`src/rtl/hall_speed_meter.sv`:
```
// -----------------------------------------------------------------------------
// hall_speed_meter
//
// Measures the time between accepted falling edges of an active-low hall
// sensor and converts that period into speed = SCALE / gap. The design runs
// from a single clock. A prescaler enable defines the measurement tick, and an
// iterative restoring divider does the division one quotient bit per cycle.
//
// Edge handling:
//   - The raw input is synchronised and then edge-detected.
//   - After an accepted edge, a lockout window (in ticks) rejects sensor
//     bounce.
//   - The first accepted edge after reset or after a stall only primes the
//     meter. Each accepted edge after that produces one measurement.
//   - If TIMEOUT ticks pass without an accepted edge, the meter reports
//     speed 0 and flags stall.
//
// Optional build macro:
//   HALL_AVG_EN  When defined, the divisor is the mean of the last four gaps
//                instead of the latest gap alone.
//
// Ports:
//   clk0        in   system clock; all logic on its rising edge
//   rst_n       in   asynchronous active-low reset
//   in          in   raw hall sensor, active low, asynchronous to clk0
//   speed       out  [WIDTH] last computed speed
//   speed_valid out  one-cycle strobe when speed updates
//   gap         out  [WIDTH] last measured period in ticks (raw, unaveraged)
//   stalled     out  high while no pulse was seen within TIMEOUT ticks
//   busy        out  divider running
//   pulse_cnt   out  [WIDTH] number of accepted edges, wraps
// -----------------------------------------------------------------------------
module hall_speed_meter #(
  parameter int WIDTH   = 16,
  parameter int CLK_DIV = 5000,
  parameter int LOCKOUT = 500,
  parameter int TIMEOUT = 20000,
  parameter int SCALE   = 10000
) (
  input  logic             clk0,
  input  logic             rst_n,
  input  logic             in,
  output logic [WIDTH-1:0] speed,
  output logic             speed_valid,
  output logic [WIDTH-1:0] gap,
  output logic             stalled,
  output logic             busy,
  output logic [WIDTH-1:0] pulse_cnt
);

  localparam int PW = (CLK_DIV > 1) ? $clog2(CLK_DIV) : 1;
  localparam int LW = (LOCKOUT > 0) ? $clog2(LOCKOUT + 1) : 1;
  localparam int BW = $clog2(WIDTH + 1);

  localparam logic [PW-1:0]    PRE_LAST  = PW'(CLK_DIV - 1);
  localparam logic [LW-1:0]    LOCK_LOAD = LW'(LOCKOUT);
  localparam logic [WIDTH-1:0] TMO_VAL   = WIDTH'(TIMEOUT);
  localparam logic [WIDTH-1:0] DIVIDEND  = WIDTH'(SCALE);
  localparam logic [BW-1:0]    DIV_STEPS = BW'(WIDTH);

  // Saturating increment for the tick-based gap counter.
  function automatic logic [WIDTH-1:0] sat_inc(input logic [WIDTH-1:0] v);
    return (v == {WIDTH{1'b1}}) ? v : v + WIDTH'(1);
  endfunction

  // One restoring-division step. The partial remainder shifts in the next
  // dividend bit from the top of the quotient register. The new quotient bit
  // enters at the bottom. Returns {remainder, quotient}.
  function automatic logic [2*WIDTH-1:0] div_step(
    input logic [WIDTH-1:0] rem,
    input logic [WIDTH-1:0] quo,
    input logic [WIDTH-1:0] dvs
  );
    logic [WIDTH:0]   sh;
    logic [WIDTH-1:0] diff;
    sh   = {rem, quo[WIDTH-1]};
    diff = WIDTH'(sh - {1'b0, dvs});
    if (sh >= {1'b0, dvs}) begin
      return {diff, quo[WIDTH-2:0], 1'b1};
    end else begin
      return {sh[WIDTH-1:0], quo[WIDTH-2:0], 1'b0};
    end
  endfunction

  // Prescaler and input conditioning
  logic [PW-1:0]    r_pre;
  logic             w_tick;
  logic             r_sync1;
  logic             r_sync2;
  logic             r_sync_prev;
  logic             w_fall;
  logic [LW-1:0]    r_lock;
  logic             w_accept;
  logic [WIDTH-1:0] r_gcnt;

  // Measurement control and divider
  logic             r_primed;
  logic             r_stalled;
  logic             r_busy;
  logic             r_speed_valid;
  logic [WIDTH-1:0] r_speed;
  logic [WIDTH-1:0] r_gap;
  logic [WIDTH-1:0] r_pulse_cnt;
  logic [WIDTH-1:0] r_rem;
  logic [WIDTH-1:0] r_quo;
  logic [WIDTH-1:0] r_dvs;
  logic [BW-1:0]    r_bits;
  logic [2*WIDTH-1:0] w_step;
  logic [WIDTH-1:0] w_divisor;
  logic             w_measure;
  logic             w_timeout;

  assign w_tick = (r_pre == PRE_LAST);

  always_ff @(posedge clk0 or negedge rst_n) begin
    if (!rst_n) begin
      r_pre <= '0;
    end else if (w_tick) begin
      r_pre <= '0;
    end else begin
      r_pre <= r_pre + PW'(1);
    end
  end

  // The sensor idles high. The synchroniser resets to 1 so that leaving
  // reset never looks like a falling edge.
  always_ff @(posedge clk0 or negedge rst_n) begin
    if (!rst_n) begin
      r_sync1     <= 1'b1;
      r_sync2     <= 1'b1;
      r_sync_prev <= 1'b1;
    end else begin
      r_sync1     <= in;
      r_sync2     <= r_sync1;
      r_sync_prev <= r_sync2;
    end
  end

  assign w_fall   = r_sync_prev & ~r_sync2;
  assign w_accept = w_fall && (r_lock == '0);

  always_ff @(posedge clk0 or negedge rst_n) begin
    if (!rst_n) begin
      r_lock <= '0;
    end else if (w_accept) begin
      r_lock <= LOCK_LOAD;
    end else if (w_tick && (r_lock != '0)) begin
      r_lock <= r_lock - LW'(1);
    end
  end

  // An accepted edge restarts the count. A tick in that same cycle is
  // dropped, so the gap counts whole ticks strictly between the two edges.
  always_ff @(posedge clk0 or negedge rst_n) begin
    if (!rst_n) begin
      r_gcnt <= '0;
    end else if (w_accept) begin
      r_gcnt <= '0;
    end else if (w_tick) begin
      r_gcnt <= sat_inc(r_gcnt);
    end
  end

  assign w_measure = w_accept && r_primed;
  // An edge in the same cycle wins over the timeout. Gating with the stall
  // flag makes the timeout fire once per stall. It also keeps the timeout
  // quiet while the meter sits unprimed after reset.
  assign w_timeout = !w_accept && !r_stalled && (r_gcnt == TMO_VAL);

`ifdef HALL_AVG_EN
  logic [WIDTH-1:0] r_hist [4];
  logic             r_hist_vld;
  logic [WIDTH+1:0] w_sum;

  // The sum uses the new gap plus the three newest stored gaps. The oldest
  // slot is about to be shifted out. The first measurement fills every slot
  // with the same gap, so its average is the gap itself.
  always_comb begin
    w_sum = {r_gcnt, 2'b00};
    if (r_hist_vld) begin
      w_sum = {2'b00, r_gcnt} + {2'b00, r_hist[0]} +
              {2'b00, r_hist[1]} + {2'b00, r_hist[2]};
    end
  end

  assign w_divisor = WIDTH'(w_sum >> 2);

  always_ff @(posedge clk0 or negedge rst_n) begin
    if (!rst_n) begin
      r_hist_vld <= 1'b0;
      for (int i = 0; i < 4; i++) r_hist[i] <= '0;
    end else if (w_measure) begin
      r_hist_vld <= 1'b1;
      if (!r_hist_vld) begin
        for (int i = 0; i < 4; i++) r_hist[i] <= r_gcnt;
      end else begin
        r_hist[0] <= r_gcnt;
        r_hist[1] <= r_hist[0];
        r_hist[2] <= r_hist[1];
        r_hist[3] <= r_hist[2];
      end
    end else if (w_timeout) begin
      r_hist_vld <= 1'b0;
      for (int i = 0; i < 4; i++) r_hist[i] <= '0;
    end
  end
`else
  assign w_divisor = r_gcnt;
`endif

  assign w_step = div_step(r_rem, r_quo, r_dvs);

  always_ff @(posedge clk0 or negedge rst_n) begin
    if (!rst_n) begin
      r_primed      <= 1'b0;
      r_stalled     <= 1'b1;
      r_busy        <= 1'b0;
      r_speed_valid <= 1'b0;
      r_speed       <= '0;
      r_gap         <= '0;
      r_pulse_cnt   <= '0;
      r_rem         <= '0;
      r_quo         <= '0;
      r_dvs         <= '0;
      r_bits        <= '0;
    end else begin
      r_speed_valid <= 1'b0;

      if (w_accept) begin
        r_pulse_cnt <= r_pulse_cnt + WIDTH'(1);
        if (!r_primed) begin
          r_primed  <= 1'b1;
          r_stalled <= 1'b0;
        end
      end

      if (w_measure) begin
        // A new measurement discards any divide still in flight.
        r_gap  <= r_gcnt;
        r_dvs  <= w_divisor;
        r_rem  <= '0;
        r_quo  <= DIVIDEND;
        r_bits <= DIV_STEPS;
        r_busy <= 1'b1;
      end else if (w_timeout) begin
        r_busy        <= 1'b0;
        r_bits        <= '0;
        r_speed       <= '0;
        r_speed_valid <= 1'b1;
        r_stalled     <= 1'b1;
        r_primed      <= 1'b0;
      end else if (r_busy) begin
        r_rem  <= w_step[2*WIDTH-1:WIDTH];
        r_quo  <= w_step[WIDTH-1:0];
        r_bits <= r_bits - BW'(1);
        if (r_bits == BW'(1)) begin
          r_busy        <= 1'b0;
          r_speed       <= w_step[WIDTH-1:0];
          r_speed_valid <= 1'b1;
        end
      end
    end
  end

  assign speed       = r_speed;
  assign speed_valid = r_speed_valid;
  assign gap         = r_gap;
  assign stalled     = r_stalled;
  assign busy        = r_busy;
  assign pulse_cnt   = r_pulse_cnt;

endmodule
```
`config.mk`:
```
export PLATFORM = sky130hd
export DESIGN_NAME = hall_speed_meter
export DESIGN_NICKNAME = d
export VERILOG_FILES = /design/src/rtl/hall_speed_meter.sv
export SDC_FILE = /design/constraint.sdc
export NUM_CORES = 1
export LEC_CHECK = 0
export ABC_CLOCK_PERIOD_IN_PS = 2300
export CAP_MARGIN = 40
export CELL_PAD_IN_SITES_DETAIL_PLACEMENT = 2
export CELL_PAD_IN_SITES_GLOBAL_PLACEMENT = 2
export CORE_ASPECT_RATIO = 0.6
export CORE_MARGIN = 2
export CORE_UTILIZATION = 37
export CTS_CLUSTER_SIZE = 12
export DETAILED_ROUTE_END_ITERATION = 10
export DONT_BUFFER_PORTS = 1
export GPL_ROUTABILITY_DRIVEN = 0
export PLACE_DENSITY_LB_ADDON = 0.1
export SLEW_MARGIN = 15
export SYNTH_ARGS = -nofsm -noshare
export SYNTH_HDL_FRONTEND = slang
export SYNTH_SLANG_ARGS = --single-unit
export TNS_END_PERCENT = 30
```
`constraint.sdc`:
```
create_clock -name clk0 -period 2.3 [get_ports clk0]
set_clock_uncertainty 0.15 [all_clocks]
set_input_delay 0.46 -clock clk0 [delete_from_list [all_inputs] [get_ports clk0]]
set_output_delay 0.46 -clock clk0 [all_outputs]
set_load 0.02 [all_outputs]
```
==> results.yml <==
finish:
  fill_cells: 1672
  drive_gt1_frac: 0.416
  seqCellArea_sq_um: 3270
  insertedDiodeCount: 0
  area_delta_synth_final_pct: 47.0
  final_nets: 847
  multi_input_area_sq_um: 3740
logic_synthesis:
  synth-seq-cells: 130
  synth_edf_count: 0
  synth_cells: 656
  yosys-top-cells-count: "dfrtp_1 (126), nand2_1 (91), nor2_1 (70)"
  synth_top_cell_area_share: 0.488
  synth-compound-area-share: 0.134
  synth.avg_cell_area_sq_um: 9.85
  synth_mux_area_frac: 0.0186
  yosysUniqueCellTypes: 54
  synth.most_common_cell: "dfrtp_1"
  synth_warnings: 0
  synth_xor_area_frac: 0.0813
  syn_area_sq_um: 6460
  synth_top_cell_by_area: "dfrtp_1"
  synth-simple-area-share: 0.177
  synth_top_family_by_area: "simple AND/OR/NAND/NOR gates"
  synth_fa_ha_area_frac: 0.0496
  synth.area.top_cells: "dfrtp_1 (49%), nand2_1 (5.3%), ha_1 (4.6%)"
  synthArstFlopShare: 1.00
  yosys_most_used_dff: "dfrtp_1"
  syn_nets: 684
  ys_seq_area_frac: 0.504
clock_tree:
  cts.path.max_buffers: 2
  cts_made_buffers: 17
  htree_levels: 4
  cts_sinks: 130
  cts.clk_slew.worst_paths_ns: 0.07
  insertion_delay_ns: 0.44
  root_buffer: "clkbuf_16"
  cts_tree: "done"
  holdBufCountCts: 1
global_route:
  grt_max_degree: 131
  grt_pass1_wl_mm: 42.1
  antenna_found_initial: 0
  grtUsageTotal: 0.303
  grt_pass1_vias: 6861
  grt.overflow.total: 0
sta:
  hold_violations: 130
  setup_tns_ns: -16.86
  relSlewSlack: 0.643
  setup_viol: 94
  period_minus_slack_ns: 2.72
  drv_slew: 0
  tightestPinTransition_ns: 0.530
  fin_ws_ns: -0.419
  hold_ws_ns: -0.436
  rsz0062_at_grt: "yes"
  period_share: 1.18
  timing.fmax_mhz: 368
route:
  drc: 0
  drtIter0Drc: 428
  first_pass_iters: 5
  ant_nets: 0
  vias: 6142
  vias_per_cell: 5.76
  wl_per_cell_microns: 29.6
  routed_wl_mm: 31.6
run_status:
  status: "finished with violations"
  violations: "negative hold slack, negative setup slack"
floorplanning:
  dieArea_sq_um: 18600
  io_pins: 54
  die_h_microns: 106
  coreArea_sq_um: 17100
  rows: 37
  start_util: 0.377
  fp.dieW_microns: 175
placed_design:
  dpl_worst_slack_ns: -0.320
  io_buffer_count: 0
  hpwl_mm: 15.3
critical_path:
  crit_required_ns: 2.47
  critPathMaxFanout: 8
  start_kind: "flop"
  arrival_ns: 2.89
  end_kind: "flop"
  critical_path_class: "reg -> reg"
pwr:
  powerDensity_nw_per_um2: 713
  p_leak_uw: 0.00432
  vdd_drop_max_mv: 0.401
hold_path:
  hp-class: "in -> async"
job:
  maxCapViolCount: 0
## path summary, 6_finish.rpt
path | start | to | slack [ns] | depth (start not counted)
setup / recovery | r_rem[3]$_DFFE_PN0P_ | r_rem[11]$_DFFE_PN0P_ | -0.42 | 10
hold / removal | rst_n | pulse_cnt[13]$_DFFE_PN0N_ | -0.44 | 0
setup reg to reg | r_rem[3]$_DFFE_PN0P_ | r_rem[11]$_DFFE_PN0P_ | -0.42 | 10
hold reg to reg | r_sync1$_DFF_PN1_ | r_sync2$_DFF_PN1_ | 0.21 | 0
max in group asynchronous | rst_n | r_pre[2]$_DFF_PN0_ | 2.18 | 0
min in group clk0 | r_sync1$_DFF_PN1_ | r_sync2$_DFF_PN1_ | 0.21 | 0
## final cells by class
class	count	share of cell area
clock buffer	21	0.0506
inverter	29	0.0117
tap	234	0.0308
timing repair buffer	169	0.160
multi-input combinational	472	0.394
clock inverter	11	0.00843
sequential	130	0.345
## report_power, final
group,leakage (uW),switching [uW],internal [uW]
clock,0.000273,1190,1500
combinational,0.00231,732,557
sequential,0.00174,314,2480
total,0.00432,2240,4540
## worst max-delay path, stage by stage, from the launching register on
cell and delay (ns):
dfrtp_1 0.43, ha_4 0.31, o211ai_1 0.14, a21oi_4 0.22
nor2b_4 0.08, o31a_1 0.35, o31ai_4 0.20, buf_6 0.18
buf_12 0.17, mux2i_2 0.28, o21ai_2 0.08
## flip-flops by register name (all words and copies together) (netlist names), 5 cells and up
| name | count |
|---|---|
| pulse_cnt | 16 |
| r_lock | 9 |
| r_pre | 13 |
| r_bits | 5 |
| speed | 16 |
| r_gcnt | 16 |
| r_rem | 16 |
| r_dvs | 16 |
| r_quo | 16 |
## timing repair
| action | CTS | global route |
|---|---|---|
| cloned | 5 | 1 |
| buffers inserted | 21 | 8 |
| resized for setup | 93 | 90 |
| setup endpoints to repair | 103 | 106 |
| endpoints found under the hold margin | 131 | 130 |
| pin swaps | 33 | 27 |
## cell usage in the layout (no fill, tap or decap), types with 13 or more instances in the layout
cell | netlist | layout
a21oi_1 | 21 | 15
a22o_1 | 17 | 17
buf_4 | 1 | 140
buf_6 | 2 | 13
clkbuf_16 | 0 | 19
dfrtp_1 | 126 | 114
ha_4 | 0 | 15
inv_1 | 29 | 16
nand2_1 | 91 | 79
nand3_1 | 23 | 20
nand4_1 | 14 | 14
nor2_1 | 70 | 57
o21ai_0 | 51 | 34
o21ai_2 | 11 | 15
xnor2_1 | 30 | 27
xor2_1 | 30 | 28
## logic make-up after synthesis
| kind of cell | Yosys count |
|---|---|
| simple gates | 243 |
| compound gates | 132 |
| flops | 130 |
| xor+xnor | 60 |
| buf+inv | 54 |
| fa+ha+maj | 25 |
| mux | 12 |
## metal layers
| layer | up-vias | GRT usage | routed length, microns |
|---|---|---|---|
| met3 | 62 | 0.0633 | 1200 |
| met4 | 0 | 0.120 | 830 |
| met1 | 3280 | 0.373 | 13200 |
| met2 | 205 | 0.524 | 16400 |
| met5 | - | 0 | 0 |
| li1 | 2595 | - | - |
## through the flow
| step | hold slack [ns] | power [uW] | std cells | utilization | instance area (sq um) |
|---|---|---|---|---|---|
| after global routing | -0.456 | 6970 | 1066 | 0.555 | 9500 |
| after CTS | -0.447 | 6420 | 1058 | 0.528 | 9050 |
| after floorplan | 0.0144 | 3240 | 656 | - | 6620 |
| after detailed placement | 0.0178 | 3630 | 999 | 0.458 | 7840 |
| final | -0.436 | 6770 | 1066 | 0.555 | 9500 |
| after global placement | 0.0171 | 3540 | 999 | 0.458 | 7840 |
Power figures use the tool's default switching activity.
==> edit 1 (config.mk and constraints unchanged) <==
Add a define of `HALL_AVG_EN`.
--- a/src/rtl/hall_speed_meter.sv
+++ b/src/rtl/hall_speed_meter.sv
@@ -30,6 +30,8 @@
 //   busy        out  divider running
 //   pulse_cnt   out  [WIDTH] number of accepted edges, wraps
 // -----------------------------------------------------------------------------
+`define HALL_AVG_EN
+
 module hall_speed_meter #(
   parameter int WIDTH   = 16,
   parameter int CLK_DIV = 5000,
Function: same outputs for any inputs over 10 cycles, from zero or initial values and one cycle with rst_n low; that may be too few to reach the edited logic, so the function may still have changed.
==> edit 1 against the unedited design <==
The flow still finishes with violations (hold timing, setup timing); sequential share of layout area down 2.5 points; maximum frequency down 28%; worst hold slack worse by 0.050 ns; total power up 130%; routed wire length up 57%; critical path type unchanged; sequential power up 66%; die area up 64%; largest power group is now combinational cells; final area up 61%; worst setup slack worse by 1.0 ns; sequential cell count up 65; critical path depth up 4; synthesized area up 66%.
==> edit 1: results (changes against the unedited design) <==
metric;value;unit;change
status;finished, violations left;;unchanged
violated checks;hold timing, setup timing;;unchanged
layout cell share with drive strength beyond 1;0.377;;was 0.416
sequential portion of the cell area;0.320;;was 0.345
mapped cell area;10700;sq um;was 6460 sq um
Final clock-cell share;0.0383;;was 0.0590
WHS;-0.487;ns;was -0.436 ns
sequential area share after synthesis;0.455;;was 0.504
largest net degree at the start of global routing;196;;was 131
Non-CTS buffers;283;;was 169
final-layout clock buffer total;17;;was 21
met1 Resource Use GR;0.396;;was 0.373
layout buffering overhead excluding clock cells;0.173;;was 0.160
Reg-to-Reg End;r_dvs[13]$_DFFE_PN0P_;;was r_rem[11]$_DFFE_PN0P_
first-pass GRT wire length;67600;microns;was 42100 microns
Cell variety after synth;66;;was 54
final hold violation count;195;;was 130
Starting DRT DRC Count;709;;was 428
CP max FO;3;;was 8
setup TNS;-104.06;ns;was -16.86 ns
met3 Resource Use GR;0.0471;;was 0.0633
Pwr Density;1000;nW/um^2;was 713 nW/um^2
Non-CTS inverters;118;;was 29
setup ws final;-1.46;ns;was -0.419 ns
synth top area cells;dfrtp_1 45%, fa_1 6.2%, ha_1 4.4%;;was dfrtp_1 49%, nand2_1 5.3%, ha_1 4.6%
comb_multi_in;782;;was 472
pre-CTS WS;-1.25;ns;was -0.320 ns
filler instances;2849;;was 1672
final setup vio count;164;;was 94
-- edit 1: cell count changes in the layout (fill, tap and decap cells not counted), sizes merged, moves of 32 or more --
cell   before  now
dfrtp     126  191
a21oi      21   93
buf       166  282
o21ai      62   99
nand3      23   58
inv        30  126
fa          1   33
-- edit 1: cells by family after synthesis --
family          share of synthesized area
xor+xnor                           0.0546
compound gates                      0.140
mux                                0.0280
flops                               0.455
simple gates                        0.154
buf+inv                            0.0628
fa+ha+maj                           0.106
-- edit 1: critical path, cell delays in order (launching register included) --
cell and delay [ns]:
dfrtp_1 0.39, inv_2 0.05, fa_1 0.50, fa_1 0.52, inv_2 0.05, ha_4 0.21, a21o_1 0.19, a21o_1 0.24
buf_6 0.14, a41o_4 0.27, a31oi_4 0.25, buf_4 0.17, mux2i_1 0.20, o21ai_1 0.10, a21oi_1 0.22
-- edit 1: timing repair --
item,CTS,global route
hold endpoints to repair,196,195
gates cloned,9,0
endpoints found under the setup margin,166,172
pin swaps,38,42
setup buffers,38,16
resized for setup,144,170
==> edit 2 (config.mk and constraints unchanged) <==
Made on the original files. Register the output `pulse_cnt` once more, cleared by the reset; this adds one clock of latency there. The other outputs are not delayed to match.
--- a/src/rtl/hall_speed_meter.sv
+++ b/src/rtl/hall_speed_meter.sv
@@ -267,6 +267,12 @@
   assign gap         = r_gap;
   assign stalled     = r_stalled;
   assign busy        = r_busy;
-  assign pulse_cnt   = r_pulse_cnt;
+  always_ff @(posedge clk0 or negedge rst_n) begin
+    if (!rst_n) begin
+      pulse_cnt <= '0;
+    end else begin
+      pulse_cnt <= r_pulse_cnt;
+    end
+  end
 
 endmodule
Formal check against the unedited RTL: not equivalent (Yosys sat finds a counterexample within 4 cycles, from zero or initial values and one cycle with rst_n low).
==> edit 2 against the unedited design <==
The run still ends with hold timing, setup timing left; largest cell class unchanged; critical path type unchanged; highest routed layer unchanged; via count down 0.41%; routed wire length is 19% lower; maximum frequency is 7.1% higher; critical endpoint is now r_rem[4]$_DFFE_PN0P_; synthesized cell count rose by 4.4%; synthesized area rose by 10%; sequential cell count grew 16; worst setup slack improved by 0.18 ns; sequential share of layout area up 3.3 points; final area grew 2.2%.
Power is not compared: it rests on default switching activity, and its combinational part moved more than twofold at a synthesized area within 25%.
==> edit 2: results (changes against the unedited design) <==
metric;value;unit;change
synth top area cells;dfrtp_1 50%, ha_1 4.2%, nand2_1 3.7%;;was dfrtp_1 49%, nand2_1 5.3%, ha_1 4.6%
Max clock buf depth;2;;unchanged
reg-to-reg startpoint;r_rem[9]$_DFFE_PN0P_;;was r_rem[3]$_DFFE_PN0P_
Syn Nets;713;;was 684
Cell variety after synth;71;;was 54
Crit path arrival time;2.71;ns;was 2.89 ns
Post-Synth Adder-Cell Area;0.0450;;was 0.0496
FFs w/ async S/R, synth;1.00;;unchanged
Ys Warns;0;;unchanged
final hold violation count;146;;was 130
number of port buffers;0;;unchanged
Reg-to-Reg End;r_rem[4]$_DFFE_PN0P_;;was r_rem[11]$_DFFE_PN0P_
vias in the first global route;6830;;was 6861
violated checks;hold timing, setup timing;;unchanged
setup ws final;-0.240;ns;was -0.419 ns
WHS;-0.435;ns;was -0.436 ns
ant diodes;0;;unchanged
initial antenna violation count;1;;was 0
WL met3;1130;microns;was 1200 microns
hold_buf cts;1;;unchanged
largest net degree at the start of global routing;147;;was 131
GR met2 Demand/Resource;0.411;;was 0.524
Int Pwr;8060;uW;
Hold Crit Class;primary input to async pin;;unchanged
Synth Area in Compound Gates;0.172;;was 0.134
top post-synthesis cells by count;142 x dfrtp_1, 70 x nand2_1, 53 x nor2_1;;was 126 x dfrtp_1, 91 x nand2_1, 70 x nor2_1
met1 Resource Use GR;0.357;;was 0.373
CP max FO;8;;unchanged
worst-skew pair later-pin latency;0.44;ns;about the same
Routed met2 length;12300;microns;was 16400 microns
via count;6117;;was 6142
top layer in use;met4;;unchanged
Overflow after GRT;0;;unchanged
Placed Cells;1048;;was 999
reg2reg path depth;9;;was 10
DR pass1 iterations;4;;was 5
Post-Layout Cell Count;1098;;was 1066
XOR/XNOR Fraction of Synth Area;0.0590;;was 0.0813
layout cell share with drive strength beyond 1;0.335;;was 0.416
nets;868;;was 847
length of routed wiring on met1;11700;microns;was 13200 microns
htree depth;4;;unchanged
Routed wire per std cell;23.2;microns;was 29.6 microns
Tightest Pin Transition;0.440;ns;was 0.530 ns
syn avg cell area;10.4;sq um;was 9.85 sq um
mux contribution to synthesized area;0.00140;;was 0.0186
first-pass GRT wire length;40100;microns;was 42100 microns
placed wire-length estimate;17300;microns;was 15300 microns
DP Area;8490;sq um;was 7840 sq um
Starting DRT DRC Count;274;;was 428
met3 Resource Use GR;0.0543;;was 0.0633
status;finished, violations left;;unchanged
clk pwr;2840;uW;
final setup vio count;17;;was 94
GRT Util Overall;0.257;;was 0.303
sequential area share after synthesis;0.513;;was 0.504
edit 2: worst max-delay path by stage:
stage,slack [ns],from,depth (start not counted),end
floorplan,-0.14,r_dvs[10]$_DFFE_PN0P_,8,r_rem[3]$_DFFE_PN0P_
global placement,-0.30,r_dvs[9]$_DFFE_PN0P_,9,r_rem[5]$_DFFE_PN0P_
detailed placement,-0.39,r_dvs[6]$_DFFE_PN0P_,9,r_rem[5]$_DFFE_PN0P_
CTS,-0.19,r_rem[9]$_DFFE_PN0P_,9,r_rem[4]$_DFFE_PN0P_
global route,-0.30,r_rem[9]$_DFFE_PN0P_,8,r_rem[12]$_DFFE_PN0P_
finish,-0.24,r_rem[9]$_DFFE_PN0P_,9,r_rem[4]$_DFFE_PN0P_
edit 2: area by class of cell:
class                      instances  area (sq um)
fill                            1919          9230
multi-input combinational        480          3700
sequential                       146          3670
timing repair buffer             161          1310
clock buffer                      21           460
tap                              246           308
inverter                          34           130
clock inverter                    10           124
edit 2: through the flow:
stage	setup slack [ns]	total power (uW)	TNS, ns
floorplan	-0.138	6640	-1.73
global placement	-0.302	8740	-3.96
detailed placement	-0.387	9020	-7.97
CTS	-0.193	13000	-2.57
global route	-0.304	14600	-5.21
finish	-0.240	13900	-2.72
edit 2: what timing repair did:
action	CTS	global route
gates resized for setup	57	45
pin swaps	25	19
endpoints found under the hold margin	147	146
setup buffers	11	10
gates cloned	0	0
endpoints found under the setup margin	61	65
edit 2: critical path: stages (launching register included):
cell and delay [ns]:
dfrtp_2 0.46, ha_4 0.32, buf_6 0.11, and3_4 0.19, nand2_4 0.06, a211o_4 0.30
a21oi_4 0.37, buf_12 0.17, nor3_2 0.04, a221o_1 0.27
